<file path="src/rtl/fmab_pack.sv">
// rtl/fmab_pack.sv - drains four block-floating lane accumulators as binary32 results
// Capture on start, then per lane: normalize, round, encode, hold on a valid/ready stream.
module fmab_pack #(
  parameter int EXP_ADJ  = 141,
  parameter bit ROUND_EN = 1'b1
) (
  input  logic        clk,
  input  logic        reset,
  input  logic        start,
  input  logic [31:0] acc0,
  input  logic [31:0] acc1,
  input  logic [31:0] acc2,
  input  logic [31:0] acc3,
  input  logic [9:0]  exp0,
  input  logic [9:0]  exp1,
  input  logic [9:0]  exp2,
  input  logic [9:0]  exp3,
  output logic        busy,
  output logic        out_valid,
  input  logic        out_ready,
  output logic [31:0] out_data,
  output logic [1:0]  out_lane,
  output logic        out_last
);

  localparam logic [1:0] S_IDLE = 2'd0;
  localparam logic [1:0] S_NORM = 2'd1;
  localparam logic [1:0] S_EMIT = 2'd2;

  logic [1:0]       state_q, state_d;
  logic [1:0]       lane_q, lane_d;
  logic             primed_q, primed_d;
  logic             cap_en, norm_en, out_en;
  logic [3:0][31:0] cap_acc_q;
  logic [3:0][9:0]  cap_exp_q;

  logic             n_sign_q;
  logic [4:0]       n_p_q;
  logic [31:0]      n_mag_q;
  logic [9:0]       n_exp_q;

  logic [31:0]      out_data_q;
  logic [1:0]       out_lane_q;
  logic             out_last_q;

  // The normalize stage runs one lane ahead of the output register, so after
  // the first lane each result only costs one NORM cycle plus its EMIT cycle.
  logic [1:0]  nidx;
  logic [31:0] sel_acc;
  logic [9:0]  sel_exp;
  logic [31:0] mag;
  logic [4:0]  p;
  logic [31:0] nmag;

  always_comb begin
    nidx    = primed_q ? lane_q + 2'd1 : lane_q;
    sel_acc = cap_acc_q[nidx];
    sel_exp = cap_exp_q[nidx];
    mag     = sel_acc[31] ? (~sel_acc + 32'd1) : sel_acc;
    p       = 5'd0;
    for (int i = 0; i < 32; i++) begin
      if (mag[i]) p = 5'(i);
    end
    nmag = mag << (5'd31 - p);
  end

  logic               round_up;
  logic               carry;
  logic [22:0]        frac;
  logic signed [11:0] e_raw;
  logic signed [11:0] e_rnd;
  logic [31:0]        enc;

  // n_mag_q[31] is the hidden one, so a carry out of the fraction is the
  // carry out of the full 24-bit mantissa and leaves frac wrapped to 1.0.
  always_comb begin
    round_up = ROUND_EN && ((n_mag_q[7:0] > 8'h80) ||
                            ((n_mag_q[7:0] == 8'h80) && n_mag_q[8]));
    {carry, frac} = {1'b0, n_mag_q[30:8]} + 24'(round_up);
    e_raw = $signed({2'b00, n_exp_q}) + $signed({7'b0, n_p_q}) - 12'(EXP_ADJ);
    e_rnd = e_raw + $signed({11'b0, carry});
    if ((n_exp_q == 10'd0) || !n_mag_q[31]) begin
      enc = 32'h0000_0000;
    end else if (e_rnd <= 12'sd0) begin
      enc = {n_sign_q, 31'b0};
    end else if (e_rnd >= 12'sd255) begin
      enc = {n_sign_q, 8'hFF, 23'b0};
    end else begin
      enc = {n_sign_q, e_rnd[7:0], frac};
    end
  end

  always_comb begin
    state_d  = state_q;
    lane_d   = lane_q;
    primed_d = primed_q;
    cap_en   = 1'b0;
    norm_en  = 1'b0;
    out_en   = 1'b0;
    case (state_q)
      S_IDLE: begin
        if (start) begin
          cap_en   = 1'b1;
          lane_d   = 2'd0;
          primed_d = 1'b0;
          state_d  = S_NORM;
        end
      end
      S_NORM: begin
        norm_en = 1'b1;
        if (primed_q) begin
          out_en  = 1'b1;
          state_d = S_EMIT;
        end else begin
          primed_d = 1'b1;
        end
      end
      S_EMIT: begin
        if (out_ready) begin
          if (lane_q == 2'd3) begin
            state_d = S_IDLE;
          end else begin
            lane_d  = lane_q + 2'd1;
            state_d = S_NORM;
          end
        end
      end
      default: state_d = S_IDLE;
    endcase
  end

  always_ff @(posedge clk) begin
    if (reset) begin
      state_q    <= S_IDLE;
      lane_q     <= 2'd0;
      primed_q   <= 1'b0;
      cap_acc_q  <= '0;
      cap_exp_q  <= '0;
      n_sign_q   <= 1'b0;
      n_p_q      <= 5'd0;
      n_mag_q    <= 32'd0;
      n_exp_q    <= 10'd0;
      out_data_q <= 32'd0;
      out_lane_q <= 2'd0;
      out_last_q <= 1'b0;
    end else begin
      state_q  <= state_d;
      lane_q   <= lane_d;
      primed_q <= primed_d;
      if (cap_en) begin
        cap_acc_q <= {acc3, acc2, acc1, acc0};
        cap_exp_q <= {exp3, exp2, exp1, exp0};
      end
      if (norm_en) begin
        n_sign_q <= sel_acc[31];
        n_p_q    <= p;
        n_mag_q  <= nmag;
        n_exp_q  <= sel_exp;
      end
      if (out_en) begin
        out_data_q <= enc;
        out_lane_q <= lane_q;
        out_last_q <= (lane_q == 2'd3);
      end
    end
  end

  assign busy      = (state_q != S_IDLE);
  assign out_valid = (state_q == S_EMIT);
  assign out_data  = out_data_q;
  assign out_lane  = out_lane_q;
  assign out_last  = out_last_q;

endmodule
</file>
<file path="config.mk">
export PLATFORM = sky130hd
export DESIGN_NAME = fmab_pack
export DESIGN_NICKNAME = d
export VERILOG_FILES = /design/src/rtl/fmab_pack.sv
export SDC_FILE = /design/constraint.sdc
export NUM_CORES = 1
export LEC_CHECK = 0
export BUFFER_PORTS_ARGS = -buffer_cell sky130_fd_sc_hd__buf_2
export CAP_MARGIN = 30
export CORE_MARGIN = 4
export CORE_UTILIZATION = 55
export DETAILED_ROUTE_END_ITERATION = 12
export PLACE_DENSITY = 0.77
export SLEW_MARGIN = 10
export SYNTH_ARGS = -nofsm -noshare
export SYNTH_HDL_FRONTEND = slang
export SYNTH_SLANG_ARGS = --single-unit
</file>
<file path="constraint.sdc">
create_clock -name clk -period 9 [get_ports clk]
set_input_delay 0 -clock clk [delete_from_list [all_inputs] [get_ports clk]]
set_output_delay 0 -clock clk [all_outputs]
set_load 0.05 [all_outputs]
</file>
* After elaboration in Yosys (flattened, before gate mapping)
Cells that the tools add are included.
Cells by class: $add $sub $neg 7, order comparisons 4, equal/unequal tests 8, shifts and indexed selects 1, multiplexer cells 56, bitwise logic cells 1, reductions and logical operators 12
Operators by type and width (number):
- two-way mux 5 bit | 29
- two-way mux 32 bit | 3
- binary-select mux 32 bit (select 2 bit) | 1
- two-way mux 31 bit | 2
- adder 32 x 1 -> 32 bit, second input constant | 1
- inverter 32 bit | 1
- left shift 32 x 5 -> 32 bit | 1
- adder 23 x 1 -> 24 bit | 1
- binary-select mux 10 bit (select 2 bit) | 1
- two-way mux 2 bit | 8
- adder 12 x 2 -> 12 bit | 1
- greater-or-equal comparator 12 x 9 -> 1 bit, second input constant | 1
- <= comparator 12 x 1 -> 1 bit, second input constant | 1
- subtractor 11 x 8 -> 12 bit, second input constant | 1
- adder 10 x 5 -> 11 bit | 1
- zero test 10 bit | 1
- two-way mux 10 bit | 1
- == test 8 bit, second input constant | 1
- > comparator 8 bit, second input constant | 1
- two-way mux 1 bit | 8
- inequality test 2 bit, second input constant | 3
- one-hot mux 2 bit (3 select lines) | 1
- nonzero test 2 bit | 3
- subtractor 5 bit, first input constant | 1
- 14 further kinds | 16
Storage, ports and cells: bits in registers 256, bits of input ports 172, output and inout port bits 37, word-level logic and storage cells 107

* Longest topological paths before layout
Gate-level depths: netlist (run 1).
word-level depth 40, gate-level depth with buffers 31, mapped depth without buffers 30

* Worst setup path before layout (run 1)
No wires, ideal clock.
path kind flip-flop to flip-flop, from register lane_q[0], to register n_mag_q[26], library setup time 0.129 ns, arrival 5.215 ns, data required time 8.871 ns, path slack 3.656 ns, cell stages (with the launch flop) 19, path buffers 2, clock period less this slack 5.344 ns, cells stage by stage dfxtp_1 > ha_1 > mux2i_1 > clkbuf_1 > mux4_2 > nor4_2 > inv_1 > nor4_4 > and2_1 > a31oi_1 > mux2_2 > or3_1 > o31a_1 > clkinv_2 > buf_6 > mux2_2 > mux2_4 > a22oi_2 > o211ai_1
Between the ends: word-level cells in the longest chain between the ends 40
RTL lines:
- start: declaration | line 31 | logic [1:0] lane_q, lane_d;
- start signal: assignment | line 148 | lane_q <= lane_d;
- adder 2 x 1 -> 2 bit | line 56 | nidx = primed_q ? lane_q + 2'd1 : lane_q;
- two-way mux 2 bit * | line 56
- binary-select mux 32 bit (select 2 bit) * | line 57 | sel_acc = cap_acc_q[nidx];
- two-way mux 32 bit (not written as such) * | line 57
- inverter 32 bit | line 59 | mag = sel_acc[31] ? (~sel_acc + 32'd1) : sel_acc;
- adder 32 x 1 -> 32 bit | line 59
- two-way mux 32 bit * | line 59
- two-way mux 1 bit | line 62 | if (mag[i]) p = 5'(i);
- two-way mux 2 bit | line 62
- two-way mux 5 bit (29 in a row) | line 62
- subtractor 5 bit | line 64 | nmag = mag << (5'd31 - p);
- left shift 32 x 5 -> 32 bit * | line 64
- end signal: assignment | line 157 | n_mag_q <= nmag;
- end: declaration | line 39 | logic [31:0] n_mag_q;
Mark *: on every way between the ends. The rest lies on a longest branch, timed or not. The select of a mux whose other input is x is not followed. A chain may end at the register's enable or synchronous reset.

* Worst setup path in the final report (run 1)
from register lane_q[0], to register n_mag_q[20]
Same word-level chain as after synthesis.

==> results of run 1 <==
[registers in the layout (all words and copies together), names as in the netlist]
signal / count
out_data: 32
out_last: 1
out_lane: 2
n_sign_q: 1
state_q: 2
n_p_q: 5
cap_exp_q: 40
primed_q: 1
lane_q: 2
n_exp_q: 10
cap_acc_q: 128
n_mag_q: 32
[worst max path at each step]
stage | startpoint | to | slack [ps]
finish | lane_q[0] | n_mag_q[20] | 1090
global route | lane_q[0] | n_mag_q[18] | 620
CTS | lane_q[0] | n_mag_q[20] | 1370
detailed placement | lane_q[0] | n_mag_q[18] | 1450
global placement | lane_q[0] | n_mag_q[30] | 1680
floorplan | lane_q[0] | n_mag_q[26] | 3660
[cell usage after synthesis (8+ instances only)]
cell type and n:
nand2_1 434, dfxtp_1 256, a21oi_1 223, nor2_1 100
clkbuf_1 94, mux2i_1 84, a22oi_1 54, xor2_1 34
mux4_2 33, o21ai_0 33, inv_1 32, xnor2_1 26
nand3_1 24, ha_1 20, nor3_1 16, a31oi_1 14
nor2b_1 13, and2_1 12, and3_1 12, buf_2 12
or3_1 12, a211oi_1 11, nand2b_1 10, nand4_1 10
mux2_2 9, o211ai_1 9, o22ai_1 8, or2_2 8
[logic make-up after synthesis]
| kind of cell | after synthesis | synth area share |
|---|---|---|
| AOI/OAI and AO/OA | 450 | 0.201 |
| xor gates and xnor gates | 61 | 0.0383 |
| adders and majority gates | 21 | 0.0191 |
| buffers and inverters | 157 | 0.0493 |
| DFF | 256 | 0.362 |
| muxes | 128 | 0.121 |
| and+or+nand+nor | 681 | 0.209 |
[cell type report]
cell class,instances,area (um2),share of cell area
inverters,33,125,0.00680
repair buffers,441,3380,0.184
flip-flops and latches,256,5120,0.279
clock buffers,41,840,0.0456
well taps,330,413,0.0224
diodes,1,2.50,0.000136
multi-input cells,1341,8370,0.455
clock inverters,11,138,0.00748
[per-stage QoR]
step | std cells | setup WS, ps | power [mW]
2_1_floorplan | 1754 | 3660 | 2.15
3_3_place_gp | 2182 | 1680 | 2.37
3_5_place_dp | 2186 | 1450 | 2.39
4_1_cts | 2451 | 1370 | 3.65
5_1_grt | 2454 | 619 | 3.84
6_report | 2454 | 1090 | 3.70
[what timing repair did]
item | in CTS | in global routing
endpoints found under the setup margin | 0 | 0
hold endpoints to repair | 207 | 0
hold buffers | 213 | 0
[worst max-delay path: cells and delay by family (launching register included)]
| family | cells | cell delay, ps |
|---|---|---|
| flip-flops | 1 | 840 |
| adder cells (fa/ha/maj) | 1 | 450 |
| AO/OA/AOI/OAI | 4 | 1580 |
| buffers and inverters | 1 | 400 |
| multiplexers | 6 | 2040 |
| AND/OR/NAND/NOR | 5 | 2450 |
[per-layer routing]
layer  GRT usage  up-vias
met1       0.431     7085
met2       0.561      905
met4       0.143        0
met3      0.0582      220
met5           0        -
li1            -     6892
[power by group]
group / internal (mW) / leakage (nW) / switching [mW]
Combinational: 0.495 / 5.05 / 0.710
Sequential: 1.22 / 2.09 / 0.0800
Clock: 0.706 / 0.486 / 0.490
==> flow_results.org, run 1 <==
** Yosys
- Average footprint of a synthesized cell :: 8.07 um2
- The synthesized design spends more area on one cell type than any other, namely dfxtp_1.
- Synthesized netlist net count :: 1947
- Post-synthesis sequential element count :: 256
- Yosys attributes the largest share of cell area to dfxtp_1 36%, nand2_1 12%, a21oi_1 7.9%, mux2i_1 5.9%, mux4_2 5.3%.
- Distinct cells, synth :: 85
- After synthesis, the share of flip-flops with an asynchronous set or reset is 0.
- Post-synthesis instance area :: 0.0141 mm2
- Share of Yosys cell area claimed by the top area cell type :: 0.362
- Number of instances in the synthesized netlist :: 1754
- In the synthesized netlist the dominant register cell turns out to be dfxtp_1.
- The Yosys step of the flow raised 0 warnings.
- Number of synthesized flops with an enable pin :: 0
- Of the synthesized area, sequential elements account for 0.362.

** Detailed routing
- Total vias in the final route :: 15102
- Total wire length :: around 49000 um
- Met2 wire len :: 23000 um
- Length of routed met3 wiring :: between 4000 and 5000 um
- Number of DRC violations after detailed-routing iteration 0 :: 1722
- DR pass1 iterations :: 8
- Routed signal wires occupy layers up through met4.
- Dividing the detail-routed via count by the number of cells gives 6.15.
- Routed wire length per instance :: 20.0 um
- DRC violation count after routing :: 0
- Metal-1 WL :: between 15000 and 20000 um
- DRT antenna net count :: 0

** Die
- Die area :: 0.0284 mm2
- The core region is about 0.025 mm2.
- The floorplan has between 50 and 60 rows.
- Measured along the y axis, the die boundary spans 168 um.
- I/O Pins :: ~210
- In this run the horizontal extent of the chip is 168 um.
- Effective utilization at floorplan :: 0.560

** Placement
- Area post-placement :: 0.0153 mm2
- During placement, the flow inserted port buffers numbering 208.
- Detailed placement ended at an HPWL of about 30000 um.
- The congestion estimate from routability-driven global placement came to 0.947.

** Critical path
- For this run, the slowest stage of the critical path takes 840 ps.
- The worst setup path is captured at a register.
- In this run the critical register-to-register path is captured at n_mag_q[20].
- Data on the critical path arrives at its endpoint at between 8000 and 9000 ps.
- In this run the critical register-to-register path is launched from lane_q[0].
- The worst setup path is of the reg -> reg kind.
- The critical path goes through ha_1 > mux2i_4 > mux4_2 > nor4_1 > nor2b_1 > and3_1 > a41oi_1 > o22ai_1 > nand3_1 > or3_4 > a22oi_2 > buf_4 > mux2i_1 > mux2i_1 > mux2i_1 > mux2i_1 > o22ai_1.
- Critical-path cell with the highest stage delay :: dfxtp_1
- Along the worst path, the maximum fanout reaches 17.
- Cell seen most often among critical-path stages :: mux2i_1
- For the worst setup path, the data required time is 9460 ps.
- STA classifies the critical path startpoint as a register.
- The setup check on the worst reg-to-reg path leaves a slack of 1090 ps.
- FF-to-FF path depth :: 17

** CTS
- No sink is reached through more buffers than the 3 on the longest clock path.
- Buffers inserted by post-CTS timing repair :: 0
- TritonCTS built the clock tree.
- Clock Pin Slew Worst Setup and Hold Paths :: 60 ps
- Clock latency of the later-clocked register in the worst-skew pair :: 570 ps
- Count of H-tree levels built during CTS :: 1
- The cell sitting at the root of the clock tree is a clkbuf_16.
- In this run, post-CTS repair resized a total of 0 instances.
- TritonCTS Buffers :: 28
- The clock drives around 260 sinks.

** Power
- Static leakage :: 7.63 nW
- PwrDens :: 201 mW/mm2
- Maximum vdd ir drop :: 0.000154 V

** STA
- Period Utilization, post-route :: 0.879
- Final-layout setup total negative slack :: 0 ps
- For the pin with the worst max-slew slack, the measured transition is 946 ps.
- For the finished layout, the period the worst path requires is 7910 ps.
- The final-report hold violation count came to 0.
- The tightest hold path in the finished design has a slack of 221 ps.
- Final setup fails :: 0
- Setup clock skew after layout :: 36.9 ps
- Setup repair after global routing missed its margin :: no
- Highest clock frequency the design can meet :: 126 MHz
- Remaining max-slew budget at the tightest pin :: 0.369
- Final Max Tran Viols :: 0

** Finish
- Area overhead of the layout relative to synthesis :: 30.0%
- Proportion of layout cells with a drive suffix above 1 :: 0.169
- Fill cell instance count of the final layout :: 1801
- Commonest non-fill, non-tap cell in the layout :: nand2_1
- Non-Filler Cell Area, Final :: 0.0184 mm2
- In the final design database the tool counted 2294 nets.
- The top cell types in the final layout, fill and taps aside, are 433 x nand2_1, 256 x dfxtp_1, 223 x a21oi_1, 213 x dlygate4sd3_1, 208 x buf_2.
- For this run, the share of the core covered by cells in the final layout is 0.728.

** GRT
- Overflow left after global routing :: 0
- Largest net degree at the start of global routing :: 87
- First-pass GRT wire length :: just under 80000 um
- Via count of the first global-routing pass :: 14837
- The number of antenna violations at the first check in global routing was 1.
- Global-route usage over all layers :: 0.336

** Hold path
- Worst Hold Launch :: acc1[6]
- For hold timing, the worst endpoint is cap_acc_q[38].
- Hold Path Cell Cnt :: 4
- Class of the tightest hold or removal check :: in -> reg

** Run status
- The flow ran to the end, and the final reports show no timing, DRC or antenna violations.

** Job
- Max-capacitance violation count :: 0
(Power assumes the default switching activity.)
==> run 2: changes to the inputs <==
--- a/config.mk
+++ b/config.mk
@@ -5,12 +5,13 @@
 export SDC_FILE = /design/constraint.sdc
 export NUM_CORES = 1
 export LEC_CHECK = 0
-export BUFFER_PORTS_ARGS = -buffer_cell sky130_fd_sc_hd__buf_2
+export ABC_AREA = 1
+export BUFFER_PORTS_ARGS = -buffer_cell sky130_fd_sc_hd__buf_4
 export CAP_MARGIN = 30
 export CORE_MARGIN = 4
 export CORE_UTILIZATION = 55
 export DETAILED_ROUTE_END_ITERATION = 12
-export PLACE_DENSITY = 0.77
+export PLACE_DENSITY = 0.74
 export SLEW_MARGIN = 10
 export SYNTH_ARGS = -nofsm -noshare
 export SYNTH_HDL_FRONTEND = slang
==> run 2 against run 1 <==
Against the previous run: power rose by 46%; synthesized area fell by 0.71%; highest routed layer unchanged; cell count rose by 14%; worst hold slack got worse by 180 ps; largest power group is now combinational logic; routed wire length fell by 4.6%; utilization fell by 0.44 points; die area fell by 0.67%; synthesized cell count rose by 23%; design area fell by 0.89%; critical path type unchanged; combinational power rose by 140%; via count rose by 3.3%; non-clock buffer count fell by 50.
==> flow_results.org, run 2 <==
** Detailed routing
- The number of vias in the routed layout was 15597 (+3.3%).
- The remaining antenna violation count after routing is 0 (unchanged).
- The detail-routed net length per standard cell is 16.7 um (-16%).
- The total length of routed wires was 46700 um (-4.6%).
- The number of detailed-routing iterations run before antenna repair is 6 (-2).
- Number of DRC violations after detailed-routing iteration 0 :: 1439 (-16%)
- DRC violation count after routing :: 0 (unchanged)
- Number of vias per cell after detailed routing :: 5.58 (-9.4%)

** Power
- The power per cell area came to 296 mW/mm2 (+48%).
- The largest voltage drop on the vdd net was 0.000349 V (+130%).
- Static leakage :: 8.25 nW (+8.1%)

** Yosys
- The compound-cell area share of the yosys netlist is 0.152 (-0.0496).
- The synthesized instance count is 2158 (+23%).
- Post-synthesis instance area :: 0.0140 mm2 (-0.71%)
- The distinct cell type count after synthesis was 50 (-41%).
- Share of the yosys chip area belonging to registers :: 0.365 (+0.00258)
- The post-synthesis share of cell area spent on xor and xnor gates is 0.0279 (-0.0104).
- Most frequently used flop master after synthesis :: dfxtp_1
- After synthesis, the most frequently instantiated cells are 472 x nor2_1, 370 x nand2_1, 256 x dfxtp_1, 245 x nand3_1, 241 x o21ai_0.
- Synth top area cells :: dfxtp_1 36%, nor2_1 13%, nand2_1 9.9%, nand3_1 8.7%, o21ai_0 8.6%
- Combinational family with the most area after synthesis :: simple AND/OR/NAND/NOR gates
- The proportion of synthesized flip-flops having asynchronous set or reset was 0 (unchanged).
- The adder-cell share of the synthesized area came to 0.0192 (+0.000136).
- Warning count from the yosys run :: 0 (unchanged)
- Share of Yosys cell area claimed by the top area cell type :: 0.365 (+0.00258)
- Post-synthesis simple-gate area fraction :: 0.349 (+0.140)
- Post-synthesis mux area share :: 0 (-0.121)
- The number of flops mapped to enable cells by yosys came to 0 (unchanged).
- Post-synthesis sequential element count :: 256 (unchanged)
- The synthesized area per cell was 6.51 um2 (-19%).
- Summed over all instances, the cell type with the most area after synthesis is dfxtp_1.
- Count leader, synth :: nor2_1
- Synthesized netlist net count :: 2351 (+21%)

** GRT
- The via count of the first global-routing pass was 15069 (+1.6%).
- The largest net degree at the start of global routing came to 121 (+39%).
- Number of antenna violations at the first check in global routing :: 2 (+1)
- The aggregate global-route resource usage was 0.320 (-0.0162).
- First-pass GRT wire length :: 75900 um (-3.8%)
- The remaining global-route overflow is 0 (unchanged).

** CTS
- Clock Pin Slew Worst Setup and Hold Paths :: 70 ps (about the same)
- Total number of clock tree sinks :: 256 (unchanged)
- Maximum count of clock buffers along a single path :: 3 (unchanged)
- The number of clock buffers inserted by TritonCTS came to 27 (-3.6%).
- The count of H-tree levels built during CTS is 1 (unchanged).
- The clock latency at the later pin of the worst-skew pair came to 560 ps (about the same).
- The tree is rooted in a clkbuf_16.
- Buffers inserted by post-CTS timing repair :: 0 (unchanged)
- TritonCTS built the clock tree.

** Die
- CORE AREA :: 0.0252 mm2 (-0.29%)
- The top-level I/O count came to 209 (unchanged).
- Rows :: 58 (unchanged)
- Die height :: 168 um (-0.34%)
- Effective utilization at floorplan :: 0.558 (-0.00236)
- The full die area came to 0.0282 mm2 (-0.67%).
- Die boundary width :: 168 um (-0.34%)

** STA
- The headroom to the max-slew limit is 0.364 (-0.00501).
- Final setup fails :: 0 (unchanged)
- Final-layout setup total negative slack :: 0 ps (unchanged)
- The shortest clock period the worst path allows after layout is 6750 ps (-1160 ps).
- Final Max Tran Viols :: 0 (unchanged)
- The clock skew was 12.8 ps (-24.1 ps).
- Highest clock frequency the design can meet :: 148 MHz (+17%)
- The transition time at the pin with the least slew margin was 951 ps (+5.39 ps).
- The final-report hold violation count was 0 (unchanged).
- Period Utilization, post-route :: 0.750 (-0.129)
- Setup repair after global routing missed its margin :: no

** Critical path
- Endpoint required time on the critical path :: 9420 ps (-40 ps)
- Setup slack of the worst register-to-register path :: 2250 ps (+1160 ps)
- STA classifies the critical path startpoint as a register.
- CP Max Fanout :: 35 (+18)
- The worst reg-to-reg path cell count was 31 (+14).
- Launching point of the worst reg2reg path :: lane_q[0]
- Category of the critical setup timing path :: reg -> reg
- The largest individual stage delay along the critical path comes from the cell a21oi_4.
- FF-to-FF End :: n_mag_q[23]
- Critical Path Sink Type :: register
- In this design, the critical path's most frequently occurring cell is nand2_1.
- The endpoint arrival time on the critical path came to 7170 ps (-1190 ps).
- In this run the worst setup path begins at lane_q[0].
- Following the worst setup path forward leads to its endpoint at n_mag_q[23].
- Largest stage delay on the critical path :: 760 ps (-80 ps)

** Finish
- The largest registers in the layout are cap_acc_q x128, cap_exp_q x40.
- Leading cell types in the layout, fill and taps excluded :: 472 x nor2_1, 369 x nand2_1, 256 x dfxtp_1, 245 x nand3_1, 241 x o21ai_0
- The library cell used most frequently in the layout, excluding fill and tap cells, is nor2_1.
- Proportion of layout cells with a drive suffix above 1 :: 0.123 (-0.0453)
- Largest reg by FF count :: cap_acc_q
- Area overhead of the layout relative to synthesis :: 29.8%
- The post-layout utilization of the core was 0.724 (-0.00441).
- The number of nets in the finished design was 2639 (+15%).
- Max reg flops :: 128 (unchanged)
- Fill cell instance count of the final layout :: 1976 (+9.7%)

** Placement
- Gp weighted congestion :: 0.902 (-4.7%)
- The HPWL after detailed placement came to 29200 um (-2.8%).
- The number of buffers added on ports came to 208 (unchanged).

** Run status
- The flow ran to the end, and the final reports show no timing, DRC or antenna violations.

** Job
- Max-capacitance violation count :: 0 (unchanged)

** Hold path
- Class of the tightest hold or removal check :: in -> reg
-- run 2: cell count changes in the layout (fill, tap and decap cells not counted), moves of 20 or more --
cell,change
mux2i_1,-83
xnor2_1,-20
inv_1,+121
mux4_2,-33
o21ai_0,+208
a21oi_1,-143
nor2_1,+372
buf_4,+201
nand3_1,+221
a22oi_1,-49
nand2_1,-64
dlygate4sd3_1,-43
buf_2,-208
-- run 2: report_power, final --
group | internal [mW] | switching [mW] | total (mW) | leakage (nW)
Clock | 0.666 | 0.475 | 1.14 | 0.439
Sequential | 1.30 | 0.112 | 1.41 | 2.11
Combinational | 0.903 | 1.95 | 2.85 | 5.70
Total | 2.87 | 2.54 | 5.40 | 8.25
-- run 2: per-stage QoR --
step	setup WS (ps)	instances	total power, mW	hold slack [ps]	cell area [um2]
after floorplan	4220	2158	3.57	167	14000
after global placement	2270	2572	4.11	251	15500
after detailed placement	2410	2573	4.15	257	15500
after CTS	2380	2790	5.35	24.4	18100
after global routing	1660	2796	5.85	71.5	18200
final	2250	2797	5.40	38.4	18200
-- run 2: kinds of logic after synthesis --
logic type	Yosys count
AND/OR/NAND/NOR	1154
AO/OA/AOI/OAI	388
buffers and inverters	296
flip-flops	256
XOR/XNOR	43
adder cells (fa/ha/maj)	21
-- run 2: how the worst min path moves through the flow --
stage / endpoint / start / cells past startpoint
global route: lane_q[0] / start / 4
global placement: cap_exp_q[26] / exp2[6] / 3
floorplan: cap_acc_q[0] / acc0[0] / 2
CTS: lane_q[1] / start / 4
detailed placement: cap_exp_q[5] / exp0[5] / 3
finish: lane_q[1] / start / 4
-- run 2: per-layer routing --
metal  vias up  GRT usage  wire, um
li1       7613          -         -
met2       613      0.543     22400
met5         -          0         0
met1      7237      0.413     19300
met3       134     0.0498      3130
met4         0      0.120      1920
-- run 2: timing repair --
action                    4_1_cts  5_1_grt
hold endpoints to repair      174        0
hold buffers                  170        0
gates resized for setup         0        0
-- run 2: critical path: cells and delay by family, from the launching register on --
family | cells | cell delay [ps]
buffers and inverters | 4 | 930
AO/OA/AOI/OAI | 3 | 1550
flip-flops | 1 | 360
adder cells (fa/ha/maj) | 2 | 570
XOR/XNOR | 1 | 380
AND/OR/NAND/NOR | 21 | 2800
-- run 2: layout make-up --
type	instances	area [um2]	area share
Timing Repair Buffer	391	3460	0.190
Sequential cell	256	5120	0.281
Antenna cell	3	7.51	0.000412
Inverter	164	624	0.0343
Multi-Input combinational cell	1606	7710	0.423
Clock buffer	37	743	0.0408
Clock inverter	10	148	0.00810
Tap cell	330	413	0.0227
==> run 3: changes to the inputs <==
==> constraint.sdc (replaced) <==
create_clock -name clk -period 6.5 [get_ports clk]
set_input_delay 0 -clock clk [delete_from_list [all_inputs] [get_ports clk]]
set_output_delay 0 -clock clk [all_outputs]
set_load 0.05 [all_outputs]
==> run 3 against run 2 <==
Against the previous run: cell count rose by 0.43%; die area stayed put; critical path depth grew 2; sequential share of layout area shrank 0.20 points; utilization grew 0.51 points; critical path type unchanged; highest routed layer unchanged.
==> flow_results.org, run 3 (same netlist as run 2, synthesis figures left out) <==
** Run status
- Run status :: complete, no violations

** STA
- The share of the clock period used by the worst path came to 0.885 (+0.135).
- The upper clock frequency limit is 174 MHz (+17%).
- Final-layout setup total negative slack :: 0 ps (unchanged)
- The final-report hold violation count came to 0 (unchanged).
- The clock skew was 19.7 ps (+6.88 ps).
- The number of pins exceeding their max-slew limit in the final report is 0 (unchanged).
- Fin crit period :: 5760 ps (-994 ps)
- Measured slew at the worst slew-check pin :: 812 ps (-139 ps)
- Final setup fails :: 0 (unchanged)
- Setup repair after global routing missed its margin :: no
- The headroom to the max-slew limit came to 0.459 (+0.0943).

** CTS
- The clock sink count was 256 (unchanged).
- TritonCTS built the clock tree.
- CTS root buffer :: clkbuf_16
- TritonCTS Buffers :: 28 (+3.7%)
- The clock transition time at the flip-flop clock pins of the worst setup and hold paths was 60 ps (about the same).
- The clock latency at the later pin of the worst-skew pair is 560 ps (about the same).
- Maximum count of clock buffers along a single path :: 3 (unchanged)
- The count of H-tree levels built during CTS was 1 (unchanged).

** Detailed routing
- Total wire length :: 45900 um (-1.8%)
- DR pass1 iterations :: 6 (unchanged)
- DRT antenna net count :: 0 (unchanged)
- DRC violation count after routing :: 0 (unchanged)
- Routed wire length per instance :: 16.3 um (-2.2%)
- Total vias in the final route :: 15643 (+0.29%)
- The vias per cell is 5.57 (-0.13%).
- The iteration-0 DRC count of the detailed router was 1628 (+13%).

** Finish
- Leading cell types in the layout, fill and taps excluded :: 472 x nor2_1, 369 x nand2_1, 256 x dfxtp_1, 245 x nand3_1, 240 x o21ai_0
- The count of filler cells inserted in the layout is 1972 (-0.20%).
- Proportion of layout cells with a drive suffix above 1 :: 0.130 (+0.00616)
- The sequential cell area in the final layout came to 0.00512 mm2 (unchanged).
- The register with the most flip-flops in the final layout is cap_acc_q.
- Compared with the post-synthesis result, the final layout area differs by 30.7%.
- The number of flip-flops under the largest register name came to 128 (unchanged).
- The library cell used most frequently in the layout, excluding fill and tap cells, is nor2_1.
- Area used by multi-input combinational logic :: 0.00771 mm2 (about the same)
- Top Registers :: cap_acc_q x128, cap_exp_q x40
- Number of nets in the final layout :: 2649 (+0.38%)

** Critical path
- The most critical setup path has its endpoint at n_mag_q[23].
- FF-to-FF End :: n_mag_q[23]
- Worst endpoint data arrival time :: 6230 ps (-940 ps)
- Critical path startpoint category :: register
- Endpoint required time on the critical path :: 6980 ps (-2440 ps)
- Critical Path Sink Type :: register
- The worst reg-to-reg path cell count was 33 (+6.5%).
- Critical-path cell with the highest stage delay :: o21ai_4
- Setup slack of the worst register-to-register path :: 740 ps (-1510 ps)
- Critical Path Source :: lane_q[0]
- The worst register-to-register path begins at lane_q[0].
- The largest driver fanout on the critical path came to 36 (+2.9%).
- The setup path with the least slack is of type reg -> reg.
- The largest stage delay on the critical path came to 610 ps (-150 ps).
- By instance count, the cell type seen most on the critical path is nand2_1.

** GRT
- GRT Max-Usage Layer :: met2
- Via count of the first global-routing pass :: 15116 (+0.31%)
- Largest net degree at the start of global routing :: 118 (-2.5%)
- Met2 track demand over resource :: 0.527 (-0.0154)
- The first-pass GRT wire length is 74900 um (-1.3%).
- M3 GR Usage :: 0.0430 (-0.00681)
- Global-route usage over all layers :: 0.313 (-0.00683)
- The global routing met1 resource utilization was 0.413 (about the same).
- The remaining global-route overflow was 0 (unchanged).
- The number of antenna violations at the first check in global routing came to 1 (-1).

** Power
- The switching power share of the total is 0.466 (-0.00385).
- Int Power :: 4.03 mW (+41%)
- The largest voltage drop on the vdd net is 0.000417 V (+19%).
- Static leakage :: 8.31 nW (+0.72%)
- The overall power after layout came to 7.55 mW (+40%).
- Sequential share of power :: 0.259 (-0.002)
- Sw power :: 3.51 mW (+39%)
- PwrDens :: 411 mW/mm2 (+39%)
- Combinational power share :: 0.523 (-0.005)
- Clock power frac :: 0.217 (+0.006)

** Placement
- IO Port Bufs :: 208 (unchanged)
- The final RePlAce weighted congestion was 0.955 (+5.9%).
- DP HPWL :: 29000 um (-0.66%)

** Die
- The width of the die is 168 um (unchanged).
- Die height :: 168 um (unchanged)
- The number of placement rows came to 58 (unchanged).
- I/O Pins :: 209 (unchanged)
- The initial core utilization was 0.558 (unchanged).
- The area inside the core boundary came to 0.0252 mm2 (unchanged).
- The full die area is 0.0282 mm2 (unchanged).

** Job
- Max-capacitance violation count :: 0 (unchanged)

** Hold path
- The min-delay analysis places its worst path in the category in -> reg.
-- run 3: cell count changes in the layout (fill, tap and decap cells not counted), sizes merged --
cell,before,now
clkinvlp,0,5
inv,162,158
clkbuf,37,41
buf,221,228
clkinv,9,11
diode,3,1
bufinv,3,2
dlygate4sd3,170,171
-- run 3: stage by stage --
| stage | util | hold WS (ps) | cells | cell area (um2) | setup slack (ps) |
|---|---|---|---|---|---|
| finish | 0.729 | 9.48 | 2809 | 18400 | 745 |
| global route | 0.729 | 49.6 | 2809 | 18400 | 114 |
| CTS | 0.725 | 10.2 | 2803 | 18300 | 656 |
| detailed placement | 0.618 | 257 | 2580 | 15600 | 668 |
| global placement | 0.617 | 251 | 2579 | 15500 | 864 |
| floorplan | - | 167 | 2158 | 14000 | 1720 |
-- run 3: critical path, delay by kind of cell, from the launching register on --
kind | cells | cell delay, ps
XOR/XNOR | 1 | 350
AO/OA/AOI/OAI | 1 | 610
AND/OR/NAND/NOR | 28 | 3680
flip-flops | 1 | 350
adder cells (fa/ha/maj) | 2 | 560
buffers and inverters | 1 | 100
-- run 3: metal layers --
layer	wire length [um]	vias up
met3	2970	157
met5	0	-
met4	1930	0
li1	-	7646
met2	21800	644
met1	19200	7196
-- run 3: worst min path at each step --
stage / start / endpoint / slack [ps] / cells past startpoint
after floorplan: acc0[0] / cap_acc_q[0] / 170 / 2
after global placement: exp2[0] / cap_exp_q[20] / 250 / 3
after detailed placement: acc3[6] / cap_acc_q[102] / 260 / 3
after CTS: reset / n_mag_q[0] / 10 / 2
after global routing: reset / primed_q / 50 / 2
final: reset / primed_q / 9 / 2
-- run 3: repair_timing --
item,CTS,global route
hold buffers,171,0
endpoints found under the hold margin,171,0
buffers inserted,0,1
resized for setup,0,3
setup endpoints to repair,0,11
-- run 3: cell type report --
type	count	share of cell area
Clock buffer	41	0.0452
Multi-Input combinational cell	1606	0.420
Antenna cell	1	0.000136
Timing Repair inverter	1	0.000273
Sequential cell	256	0.279
Inverter	164	0.0342
Tap cell	330	0.0225
Timing Repair Buffer	399	0.191
Clock inverter	11	0.00750
-- run 3: power groups by stage --
| stage | combinational (mW) | sequential, mW | clock (mW) |
|---|---|---|---|
| floorplan | 3.00 | 1.94 | 0 |
| global placement | 3.72 | 1.98 | 0 |
| detailed placement | 3.76 | 1.98 | 0 |
| CTS | 3.86 | 1.95 | 1.65 |
| global route | 4.43 | 1.98 | 1.73 |
| finish | 3.95 | 1.96 | 1.64 |
